File: src/rtl/memory_read_arbiter.sv
// memory_read_arbiter
// Shares one memory read port among N_PORTS per-core read stages. One request
// is granted per cycle (fixed priority or round-robin). The core index of every
// accepted read is kept in an in-order tag queue. Each returning word is then
// steered back to the core that issued it as a one-cycle resp_valid pulse.
module memory_read_arbiter #(
  parameter int N_PORTS     = 2,
  parameter int ADDR_WIDTH  = 32,
  parameter int DATA_WIDTH  = 32,
  parameter int DEPTH       = 4,
  parameter int ROUND_ROBIN = 0
) (
  input  logic                            clock,
  input  logic                            reset_n,
  input  logic [N_PORTS-1:0]              req_enable,
  input  logic [N_PORTS*ADDR_WIDTH-1:0]   req_address,
  output logic [N_PORTS-1:0]              resp_valid,
  output logic [N_PORTS*DATA_WIDTH-1:0]   resp_data,
  output logic                            mem_address_enable,
  output logic [ADDR_WIDTH-1:0]           mem_address,
  input  logic                            mem_accept,
  input  logic                            mem_data_valid,
  input  logic [DATA_WIDTH-1:0]           mem_data,
  output logic [$clog2(DEPTH+1)-1:0]      outstanding,
  output logic                            protocol_error
);

  // Core index, queue pointer and occupancy widths. Pointers are at least one
  // bit wide so that DEPTH=1 still has a legal pointer register.
  localparam int IDX_W = (N_PORTS > 1) ? $clog2(N_PORTS) : 1;
  localparam int PTR_W = (DEPTH > 1) ? $clog2(DEPTH) : 1;
  localparam int CNT_W = $clog2(DEPTH + 1);
  localparam int MEM_N = 1 << PTR_W;

  localparam logic [IDX_W-1:0] LAST_IDX = IDX_W'(N_PORTS - 1);
  localparam logic [PTR_W-1:0] PTR_LAST = PTR_W'(DEPTH - 1);
  localparam logic [CNT_W-1:0] CNT_FULL = CNT_W'(DEPTH);

  // Tag queue state. Storage is rounded up to a power of two so every pointer
  // value addresses a real entry; pointers still wrap at DEPTH.
  logic [IDX_W-1:0]  r_tag_mem [MEM_N];
  logic [PTR_W-1:0]  r_wr_ptr;
  logic [PTR_W-1:0]  r_rd_ptr;
  logic [CNT_W-1:0]  r_count;
  logic [IDX_W-1:0]  r_last_grant;
  logic              r_protocol_error;

  // Per-core state gathered from the per-port generate blocks.
  logic [N_PORTS-1:0]    w_pending;
  logic [N_PORTS-1:0]    w_resp_valid;

  logic [N_PORTS-1:0]    w_eligible;
  logic                  w_any;
  logic [IDX_W-1:0]      w_winner;
  logic                  w_not_full;
  logic                  w_push;
  logic                  w_pop;
  logic                  w_spurious;
  logic [IDX_W-1:0]      w_head;
  logic [ADDR_WIDTH-1:0] w_mem_address;

  // A core can compete only if it is asking, has no read in flight and is not
  // receiving its response this cycle.
  assign w_eligible = req_enable & ~w_pending & ~w_resp_valid;

  // Winner selection: lowest eligible index, or first eligible index after the
  // previous grant when round-robin is enabled.
  always_comb begin
    int               idx;
    logic [IDX_W-1:0] cand;
    w_any    = 1'b0;
    w_winner = '0;
    idx      = 0;
    cand     = '0;
    if (ROUND_ROBIN != 0) begin
      // Walk from the farthest candidate to the nearest so the nearest wins.
      for (int k = N_PORTS; k >= 1; k--) begin
        idx = int'(r_last_grant) + k;
        if (idx >= N_PORTS) begin
          idx = idx - N_PORTS;
        end
        cand = IDX_W'(idx);
        if (w_eligible[cand]) begin
          w_any    = 1'b1;
          w_winner = cand;
        end
      end
    end else begin
      for (int i = N_PORTS - 1; i >= 0; i--) begin
        cand = IDX_W'(i);
        if (w_eligible[cand]) begin
          w_any    = 1'b1;
          w_winner = cand;
        end
      end
    end
  end

  // Address mux: the winner's address, zero when nobody is eligible.
  always_comb begin
    w_mem_address = '0;
    for (int i = 0; i < N_PORTS; i++) begin
      if (w_any && (w_winner == IDX_W'(i))) begin
        w_mem_address = req_address[i*ADDR_WIDTH +: ADDR_WIDTH];
      end
    end
  end

  // The full test uses the occupancy before any pop in this cycle, so a full
  // queue never issues in the cycle it drains.
  assign w_not_full         = (r_count < CNT_FULL);
  assign mem_address_enable = reset_n && w_any && w_not_full;
  assign mem_address        = w_mem_address;

  assign w_push     = mem_address_enable && mem_accept;
  assign w_pop      = mem_data_valid && (r_count != '0);
  assign w_spurious = mem_data_valid && (r_count == '0);
  assign w_head     = r_tag_mem[r_rd_ptr];

  // Tag storage: the granted core index is written at the tail on every push.
  always_ff @(posedge clock) begin
    if (w_push) begin
      r_tag_mem[r_wr_ptr] <= w_winner;
    end
  end

  // Queue pointers and occupancy; push and pop in the same cycle cancel out.
  always_ff @(posedge clock or negedge reset_n) begin
    if (!reset_n) begin
      r_wr_ptr <= '0;
      r_rd_ptr <= '0;
      r_count  <= '0;
    end else begin
      if (w_push) begin
        r_wr_ptr <= (r_wr_ptr == PTR_LAST) ? '0 : r_wr_ptr + 1'b1;
      end
      if (w_pop) begin
        r_rd_ptr <= (r_rd_ptr == PTR_LAST) ? '0 : r_rd_ptr + 1'b1;
      end
      if (w_push && !w_pop) begin
        r_count <= r_count + 1'b1;
      end else if (w_pop && !w_push) begin
        r_count <= r_count - 1'b1;
      end
    end
  end

  // Round-robin pointer: remembers the last accepted core. Reset points at the
  // highest index so core 0 is first in line.
  always_ff @(posedge clock or negedge reset_n) begin
    if (!reset_n) begin
      r_last_grant <= LAST_IDX;
    end else if (w_push && (ROUND_ROBIN != 0)) begin
      r_last_grant <= w_winner;
    end
  end

  // Sticky error: a returning word with nothing outstanding is dropped.
  always_ff @(posedge clock or negedge reset_n) begin
    if (!reset_n) begin
      r_protocol_error <= 1'b0;
    end else if (w_spurious) begin
      r_protocol_error <= 1'b1;
    end
  end

  // Per-core pending flag, response pulse and held response data.
  for (genvar gi = 0; gi < N_PORTS; gi++) begin : g_port
    logic                  r_pending;
    logic                  r_resp_valid;
    logic [DATA_WIDTH-1:0] r_resp_data;
    logic                  w_sel_push;
    logic                  w_sel_pop;

    assign w_sel_push = w_push && (w_winner == IDX_W'(gi));
    assign w_sel_pop  = w_pop && (w_head == IDX_W'(gi));

    // Pending is set on acceptance and cleared at the edge that ends the
    // response pulse; the pulse cycle itself still blocks a new grant.
    always_ff @(posedge clock or negedge reset_n) begin
      if (!reset_n) begin
        r_pending <= 1'b0;
      end else if (w_sel_push) begin
        r_pending <= 1'b1;
      end else if (r_resp_valid) begin
        r_pending <= 1'b0;
      end
    end

    // One-cycle response pulse for the core at the head of the tag queue.
    always_ff @(posedge clock or negedge reset_n) begin
      if (!reset_n) begin
        r_resp_valid <= 1'b0;
      end else begin
        r_resp_valid <= w_sel_pop;
      end
    end

    // Response data is captured with the pulse and held until the next one.
    always_ff @(posedge clock or negedge reset_n) begin
      if (!reset_n) begin
        r_resp_data <= '0;
      end else if (w_sel_pop) begin
        r_resp_data <= mem_data;
      end
    end

    assign w_pending[gi]                             = r_pending;
    assign w_resp_valid[gi]                          = r_resp_valid;
    assign resp_data[gi*DATA_WIDTH +: DATA_WIDTH]    = r_resp_data;
  end

  assign resp_valid     = w_resp_valid;
  assign outstanding    = r_count;
  assign protocol_error = r_protocol_error;

endmodule

File: config.mk
export PLATFORM = sky130hd
export DESIGN_NAME = memory_read_arbiter
export DESIGN_NICKNAME = d
export VERILOG_FILES = /design/src/rtl/memory_read_arbiter.sv
export SDC_FILE = /design/constraint.sdc
export NUM_CORES = 1
export LEC_CHECK = 0
export BUFFER_PORTS_ARGS = -buffer_cell sky130_fd_sc_hd__buf_2
export CORE_ASPECT_RATIO = 1.1
export CORE_MARGIN = 10
export CORE_UTILIZATION = 40
export DETAILED_ROUTE_END_ITERATION = 8
export PLACE_DENSITY = 0.87
export SYNTH_ARGS = -nofsm -noshare
export SYNTH_HDL_FRONTEND = slang
export SYNTH_SLANG_ARGS = --single-unit
export TNS_END_PERCENT = 1
File: constraint.sdc
create_clock -name clock -period 2.2 [get_ports clock]
set_input_delay 0.33 -clock clock [delete_from_list [all_inputs] [get_ports clock]]
set_output_delay 0.33 -clock clock [all_outputs]
set_load 0.02 [all_outputs]
## Word-level counts from Yosys, hierarchy flattened

Memory sizes are Yosys's and may differ from the RTL's.
Index checks and enable logic that the tools add are counted.

| cells by class | value |
|---|---|
| $add $sub $neg | 4 |
| $lt $le $gt $ge | 1 |
| equality and inequality tests | 2 |
| mux-type cells | 15 |
| bitwise gates (word level) | 6 |
| reduce and logical (&&, ||, !) cells | 20 |

Operators with widths:

| operator | count |
|---|---|
| $mux W32 | 2 |
| $logic_and A1 B1 Y1 | 13 |
| $mux W1 | 9 |
| $mux W3 | 2 |
| $reduce_bool A2 Y1 | 3 |
| $add A2 B1 Y2 const B | 2 |
| $and A2 B2 Y2 | 2 |
| $eq A2 B2 Y1 const B | 2 |
| $mux W2 | 2 |
| $not A2 Y2 | 2 |
| $add A3 B1 Y3 const B | 1 |
| $logic_not A3 Y1 | 1 |
| $lt A3 B3 Y1 const B | 1 |
| $reduce_bool A3 Y1 | 1 |
| $sub A3 B1 Y3 const B | 1 |
| $logic_not A1 Y1 | 2 |
| $not A1 Y1 | 2 |

| word-level totals | value |
|---|---|
| flip-flop bits (word level) | 76 |
| memory bits (writable) | 4 |
| input bits | 102 |
| output and inout port bits | 103 |
| logic and storage cells | 59 |
| memories kept | 1 |

Memory list:

| memory | words | bits a word | rd ports | clocked after memory_dff | wr ports | line | text |
|---|---|---|---|---|---|---|---|
| r_tag_mem | 4 | 1 | 1 | 0 | 1 | 41 | `logic [IDX_W-1:0] r_tag_mem [MEM_N];` |

## Depth between registers and ports, before layout

Gate-level depths: netlist (run 1).

| logic depth | value |
|---|---|
| depth in word-level cells | 12 |
| depth in mapped cells | 8 |
| mapped depth without buffers | 8 |

## Worst setup path before layout (run 1)

Ideal clock, no wire load.

| timing path | value |
|---|---|
| path kind | register to register |
| start | reg g_port[0].r_resp_valid |
| end | reg r_count[2] (netlist: outstanding[2]) |
| setup time | 80 ps |
| arrival | 2,012 ps |
| data required time | 2,120 ps |
| slack | 108 ps |
| stages on the path, launching flop included | 9 |
| buffers on the path | 0 |
| clock period less this slack | 2,092 ps |
| cell sequence | dfrtp_1 > nor3b_2 > o21a_1 > ha_1 > inv_1 > fa_1 > xor2_1 > nor2_1 > xor2_1 |

| between the ends | value |
|---|---|
| word-level cells in the longest chain between the ends | 9 |
| elaborated cells between the ends (all ways) | 11 |
| those cells by class | mux: 2; bitwise: 2; reduce/logical: 7 |

Ends and longest elaborated chain:

| item | line | text |
|---|---|---|
| start, declared | 170 | `logic r_resp_valid;` |
| start signal, assigned | 195 | `r_resp_valid <= w_sel_pop;` |
| $not A2 Y2 (*) | 64 | `assign w_eligible = req_enable & ~w_pending & ~w_resp_valid;` |
| $and A2 B2 Y2 (*) | 64 |  |
| $mux W1 (*) | 91 | `if (w_eligible[cand]) begin` |
| $logic_and A1 B1 Y1 (*) (2 in series) | 112 | `assign mem_address_enable = reset_n && w_any && w_not_full;` |
| $logic_and A1 B1 Y1 (*) | 115 | `assign w_push = mem_address_enable && mem_accept;` |
| net w_push | 56 | `logic w_push;` |
| $logic_not A1 Y1 | 142 | `end else if (w_pop && !w_push) begin` |
| $logic_and A1 B1 Y1 | 142 |  |
| $reduce_bool A2 Y1 (no line) | -- |  |
| end signal, assigned | 141 | `r_count <= r_count + 1'b1;` |
| end signal, assigned | 143 | `r_count <= r_count - 1'b1;` |
| end, declared | 44 | `logic [CNT_W-1:0] r_count;` |

The timed path passes the listed nets; every way through them passes the cells marked *.
A chain may end at the register's enable or synchronous reset.

## Final worst setup path (run 1)

| timing path | value |
|---|---|
| start | reg g_port[0].r_pending |
| end | out mem_address[14] |

| between the ends | value |
|---|---|
| word-level cells in the longest chain between the ends | 8 |
| elaborated cells between the ends (all ways) | 10 |
| those cells by class | mux: 4; bitwise: 4; reduce/logical: 2 |

Ends and longest elaborated chain:

| item | line | text |
|---|---|---|
| start, declared | 169 | `logic r_pending;` |
| start signal, assigned | 182 | `r_pending <= 1'b0;` |
| start signal, assigned | 184 | `r_pending <= 1'b1;` |
| start signal, assigned | 186 | `r_pending <= 1'b0;` |
| $not A2 Y2 (*) | 64 |  |
| $and A2 B2 Y2 (*) (2 in series) | 64 |  |
| $mux W1 | 91 |  |
| $not A1 Y1 | 103 | `if (w_any && (w_winner == IDX_W'(i))) begin` |
| $logic_and A1 B1 Y1 | 103 |  |
| $mux W32 | 103 |  |
| $mux W32 (*) | 103 |  |
| end, declared | 20 | `output logic [ADDR_WIDTH-1:0] mem_address,` |

Every way passes the cells marked *; elsewhere a longest branch is shown, timed or not.

==> impl_metrics.yaml, run 1 <==
clock_network:
  cts_tree: "done"
  clk_path_buf_depth: 2
  htree_levels: 3
  cts_sinks: 80
  path_clk_slew_ps: 80
  worstSkewPairLatency_ps: 340
  numCtsBuffers: 9
  root_buffer: "clkbuf_8"
synthesis:
  synth_top_cell_by_area: "dfrtp_1"
  yosys.area_share.adder: 0.0260
  synth_compound_area_frac: 0.0924
  yosys_warnings: 0
  synth_fp_nets: 344
  synth-simple-area-share: 0.0301
  syn_area_per_cell_um2: 15.6
  yosys-mux-area-fraction: 0.245
  synth.yosys.seq_area_share: 0.553
  netlist.area_leader.share: 0.520
  synthXorXnorAreaFrac: 0.00718
  synth_top_family_by_area: "multiplexers"
  synth_top_cells_by_area: "dfrtp_1 (52%), mux2_4 (12%), mux2_2 (11%)"
  synth_cell_types: 30
  synthCells: 235
  synth_area_mm2: 0.00366
  synth_seq_cells: 80
grt:
  grt_antenna_before_repair: 0
  grtUsageMet3: 0.0504
  grt_pass1_wl_um: 17200
  grt_max_degree: 77
  use_met2: 0.280
  grt_use_met1: 0.179
  busiest_layer: "met2"
  grt_util_all_layers: 0.158
  grt_pass1_vias: 3085
  grt_overflow_total: 0
timing:
  hold_viol_final: 0
  layout_min_cycle_time_ps: 2110
  setup_viol: 0
  slew_headroom: 0.371
  final_max_slew_viol_count: 0
  worst_slew_pin_slew_ps: 944
  fmax_mhz: 475
  fin_crit_sh: 0.957
  fin_tns_setup_ps: 0
  rsz0062_at_grt: "false"
  finClkSkew_ps: 14.4
  whs_ps: 222
drt:
  wl_per_cell_um: 19.3
  drt_first_iter_violations: 140
  firstDrtPassIters: 4
  vias: 2811
  viasPerCell: 4.94
  antenna_left: 0
  drt-total-wl_um: 11000
  drc_errors: 0
pwr:
  power_mw: 7.99
  peakVddDrop_mv: 0.513
  cellPowerDensity_mw_per_mm2: 1580
  p_leak_nw: 2.66
floorplan:
  die_h_um: 120
  initial_utilization: 0.412
  die-width_um: 111
  io_pins: 205
  design.core.area_mm2: 0.00887
  die_area_mm2: 0.0134
  rows: 36
layout:
  final_design_area_no_fill_mm2: 0.00506
  layout_commonest_cell: "buf_2"
  layout_common_cells: "buf_2 (203), dfrtp_1 (76), mux2_2 (37), a22o_1 (33), mux2_4 (29)"
  register_area_mm2: 0.00202
  layout.cells.non_filler: 569
  fillerInstances: 689
  num_antenna_cells: 0
  drive_gt1_frac: 0.677
  multi_input_area_mm2: 0.00150
  area_growth_pct: 38.2
  nets: 559
critical_path:
  critPathLaunchType: "flop"
  crit_arrival_ps: 1780
  timing_worst_setup_path_type: "reg2out"
  worstPathMaxFanout: 16
  setup.worst_path.end_class: "output pin"
  cp.required_ps: 1870
place:
  gp_congestion: 0.812
  hpwl_um: 8450
  placed_cells: 547
  place_area_mm2: 0.00478
  portBuffers: 204
min_path:
  hp-class: "in2reg"
flow_run:
  drv_cap: 0
status:
  outcome: "finished, final reports clean"
[metrics by stage]
step                setup slack [ps]   util
floorplan                        108      -
global placement               -96.9  0.539
detailed placement              -248  0.539
CTS                             19.0  0.569
global route                    19.0  0.570
finish                          94.3  0.570
[report_power, final]
part           total [mW]  switching [mW]  internal [mW]
clock                1.08           0.550          0.530
sequential           2.65           0.441           2.21
combinational        4.27            2.33           1.94
[Yosys cell counts]
cell type / n
a21oi_1: 1
mux2_1: 2
dfrtp_1: 76
a22o_1: 33
buf_4: 2
edfxtp_1: 4
nor3_1: 2
nor2b_1: 1
xor2_1: 2
buf_12: 3
xnor2_1: 1
mux4_2: 1
o31ai_4: 1
clkbuf_1: 4
mux2_2: 37
a21o_1: 2
ha_1: 6
nor3b_1: 2
and2_1: 4
o21a_1: 1
inv_1: 5
nor2_1: 4
and3b_1: 1
nand2b_1: 1
nor3b_2: 1
buf_6: 4
fa_1: 1
buf_2: 3
nor2_4: 1
mux2_4: 29
[layout make-up]
cell class	count	share of cell area
Sequential cell	80	0.400
Multi-Input combinational cell	135	0.297
Inverter	5	0.00371
Tap cell	114	0.0282
Timing Repair Buffer	219	0.233
Clock inverter	6	0.0131
Clock buffer	10	0.0252
[registers in the layout (all words and copies together) (netlist names)]
| register | count |
|---|---|
| g_port.r_pending | 2 |
| g_port.r_resp_data | 64 |
| g_port.r_resp_valid | 2 |
| outstanding | 3 |
| protocol_error | 1 |
| r_rd_ptr | 2 |
| r_tag_mem | 4 |
| r_wr_ptr | 2 |
[final timing paths]
kind | startpoint | endpoint | slack [ps] | cells past startpoint
setup reg to reg | g_port[1].r_pending | outstanding[2] | 140 | 9
max in group asynchronous | reset_n | g_port[0].r_resp_valid | 1330 | 2
min in group asynchronous | reset_n | g_port[1].r_resp_data[22] | 250 | 2
hold reg to reg | protocol_error | protocol_error | 500 | 1
setup / recovery | g_port[0].r_pending | mem_address[14] | 90 | 6
hold / removal | mem_data[21] | g_port[0].r_resp_data[21] | 220 | 2
[worst max-delay path, cell delays in order, from the launching register on]
cell and delay [ps]:
dfrtp_1 420, nor3b_4 280, buf_4 200, nor2b_4 50, buf_12 140, a22o_1 190, buf_2 160
[kinds of logic (layout without fill, tap and decap cells)]
| logic type | count (synthesis) | in the layout |
|---|---|---|
| AOI/OAI and AO/OA | 38 | 38 |
| adders and majority gates | 7 | 7 |
| muxes | 69 | 69 |
| and+or+nand+nor | 17 | 18 |
| DFF | 80 | 80 |
| xor gates and xnor gates | 3 | 3 |
| buffers and inverters | 21 | 240 |
[per-layer routing]
metal,part of all wire,vias up
li1,-,1286
met1,0.40,1396
met2,0.53,115
met3,0.062,14
met4,0.013,0
met5,0,-
[what timing repair did]
item / in CTS / in global routing
cloned: 1 / 0
pin swaps: 0 / 2
hold buffers: 0 / 0
setup buffers: 4 / 1
setup endpoints to repair: 32 / 34
gates resized for setup: 4 / 0
Power figures use the tool's default switching activity.
==> run 2, diff against run 1 <==
CORE_ASPECT_RATIO = 1.75   (was 1.1)
CORE_UTILIZATION = 30   (was 40)
PLACE_DENSITY = 0.71   (was 0.87)
==> run 2 against run 1 <==
  * Cell count is 9.7% higher
  * Die area up 28%
  * Non-clock buffer count is 3 higher
  * First-iteration DRC count fell by 62%
  * Hold slack worse by 190 ps
  * Register-to-register slack gained 20 ps
  * Via count grew 1.8%
  * Sequential power is essentially flat
  * Worst setup slack improved by 23 ps
  * Largest power group unchanged
==> impl_metrics.yaml, run 2 (synthesized netlist as in run 1, its figures left out) <==
layout:
  layout_common_cells: "buf_2 (203), dfrtp_1 (75), mux2_2 (37), a22o_1 (32), mux2_4 (29)"
  nets: 562
  largest_register_ffs: 64
  top_register: "g_port.r_resp_data"
  finalCoreUtilization: 0.438
  area_growth_pct: 43.6
  drive_gt1_frac: 0.683
  final_design_area_no_fill_mm2: 0.00525
  layout.cells.non_filler: 624
  layout_commonest_cell: "buf_2"
timing:
  rsz0062_at_grt: "true"
  setup_slack_ps: 117
  worst_slew_pin_slew_ps: 672
  setup_viol: 0
  fmax_mhz: 480
  slew_headroom: 0.552
  layout_min_cycle_time_ps: 2080
  final_max_slew_viol_count: 0
  fin_tns_setup_ps: 0
  finClkSkew_ps: 7.99
  fin_crit_sh: 0.947
  whs_ps: 34.1
  hold_viol_final: 0
critical_path:
  timing_worst_setup_path_type: "reg2out"
  cp.required_ps: 1870
  worstPathMaxFanout: 33
  r2r_start: "g_port[1].r_resp_valid"
  crit_arrival_ps: 1750
  critPathSlowestCell: "dfrtp_1"
  setup.worst_path.end_class: "output pin"
  startpoint: "g_port[0].r_resp_valid"
  cp_top_family: "buffers and inverters"
  critPathBufInv: 3
  cpPeakStageDelay_ps: 420
  critPathLaunchType: "flop"
  path_cells: "nor3b_4 > buf_4 > buf_8 > a22o_2 > buf_2"
clock_network:
  root_buffer: "clkbuf_16"
  cts_sinks: 80
  numCtsBuffers: 9
  clk_path_buf_depth: 2
  htree_levels: 3
  cts_tree: "done"
  path_clk_slew_ps: 60
  worstSkewPairLatency_ps: 330
  cts_hold_buf: 0
grt:
  grt_overflow_total: 0
  grt_antenna_before_repair: 1
  grt_max_degree: 53
  grt_pass1_wl_um: 18800
  grt_pass1_vias: 3425
  grt_util_all_layers: 0.146
flow_run:
  drv_cap: 0
place:
  hpwl_um: 9990
  placed_cells: 600
  pre_cts_ws_ps: -467
  gp_congestion: 0.852
  place_area_mm2: 0.00485
  portBuffers: 204
drt:
  drc_errors: 0
  viasPerCell: 4.59
  vias: 2863
  wl_per_cell_um: 19.7
  drt-total-wl_um: 12300
  drt_first_iter_violations: 53
  firstDrtPassIters: 4
  antenna_left: 0
floorplan:
  rows: 53
  die-width_um: 103
  die_area_mm2: 0.0172
  initial_utilization: 0.305
  io_pins: 205
  die_h_um: 166
  design.core.area_mm2: 0.0120
pwr:
  power_mw: 8.48
  peakVddDrop_mv: 0.622
  cellPowerDensity_mw_per_mm2: 1620
  p_leak_nw: 2.72
status:
  outcome: "finished, final reports clean"
min_path:
  hp-class: "in2async"
## run 2: path summary, 6_finish.rpt
| kind | endpoint | slack, ps | cells after the start |
|---|---|---|---|
| hold reg to reg | protocol_error | 460 | 1 |
| min in group clock | g_port[1].r_resp_data[31] | 240 | 2 |
| hold / removal | g_port[0].r_resp_data[25] | 30 | 2 |
| setup reg to reg | outstanding[2] | 160 | 9 |
| setup / recovery | mem_address[16] | 120 | 5 |
| max in group asynchronous | g_port[1].r_resp_valid | 1150 | 3 |
## run 2: area by class of cell
| class | instances | area (µm²) |
|---|---|---|
| antenna | 1 | 2.50 |
| clock buffer | 12 | 246 |
| clock inverter | 4 | 51.3 |
| fill | 1132 | 6750 |
| inverter | 5 | 18.8 |
| multi-input combinational | 135 | 1510 |
| sequential | 80 | 2020 |
| tap | 165 | 206 |
| timing repair buffer | 222 | 1190 |
## run 2: what timing repair did
| item | CTS | global route |
|---|---|---|
| endpoints found under the hold margin | 0 | 0 |
| buffers inserted | 5 | 1 |
| gates resized for setup | 5 | 4 |
| setup endpoints to repair | 33 | 11 |
| gates cloned | 1 | 0 |
| pin swaps | 1 | 2 |
## run 2: power by group
part | switching, mW | total [mW] | internal [mW]
clock network | 0.576 | 1.49 | 0.913
registers | 0.446 | 2.66 | 2.21
logic | 2.38 | 4.33 | 1.96
total | 3.40 | 8.48 | 5.08
## run 2: per-layer routing
layer  routed length, µm  vias up  track usage  share of wire
met5                   0        -            0              0
met4                 599        0       0.0942          0.049
met3                1330       19       0.0646           0.11
met2                6440      181        0.252           0.52
met1                3940     1371        0.131           0.32
li1                    -     1292            -              -
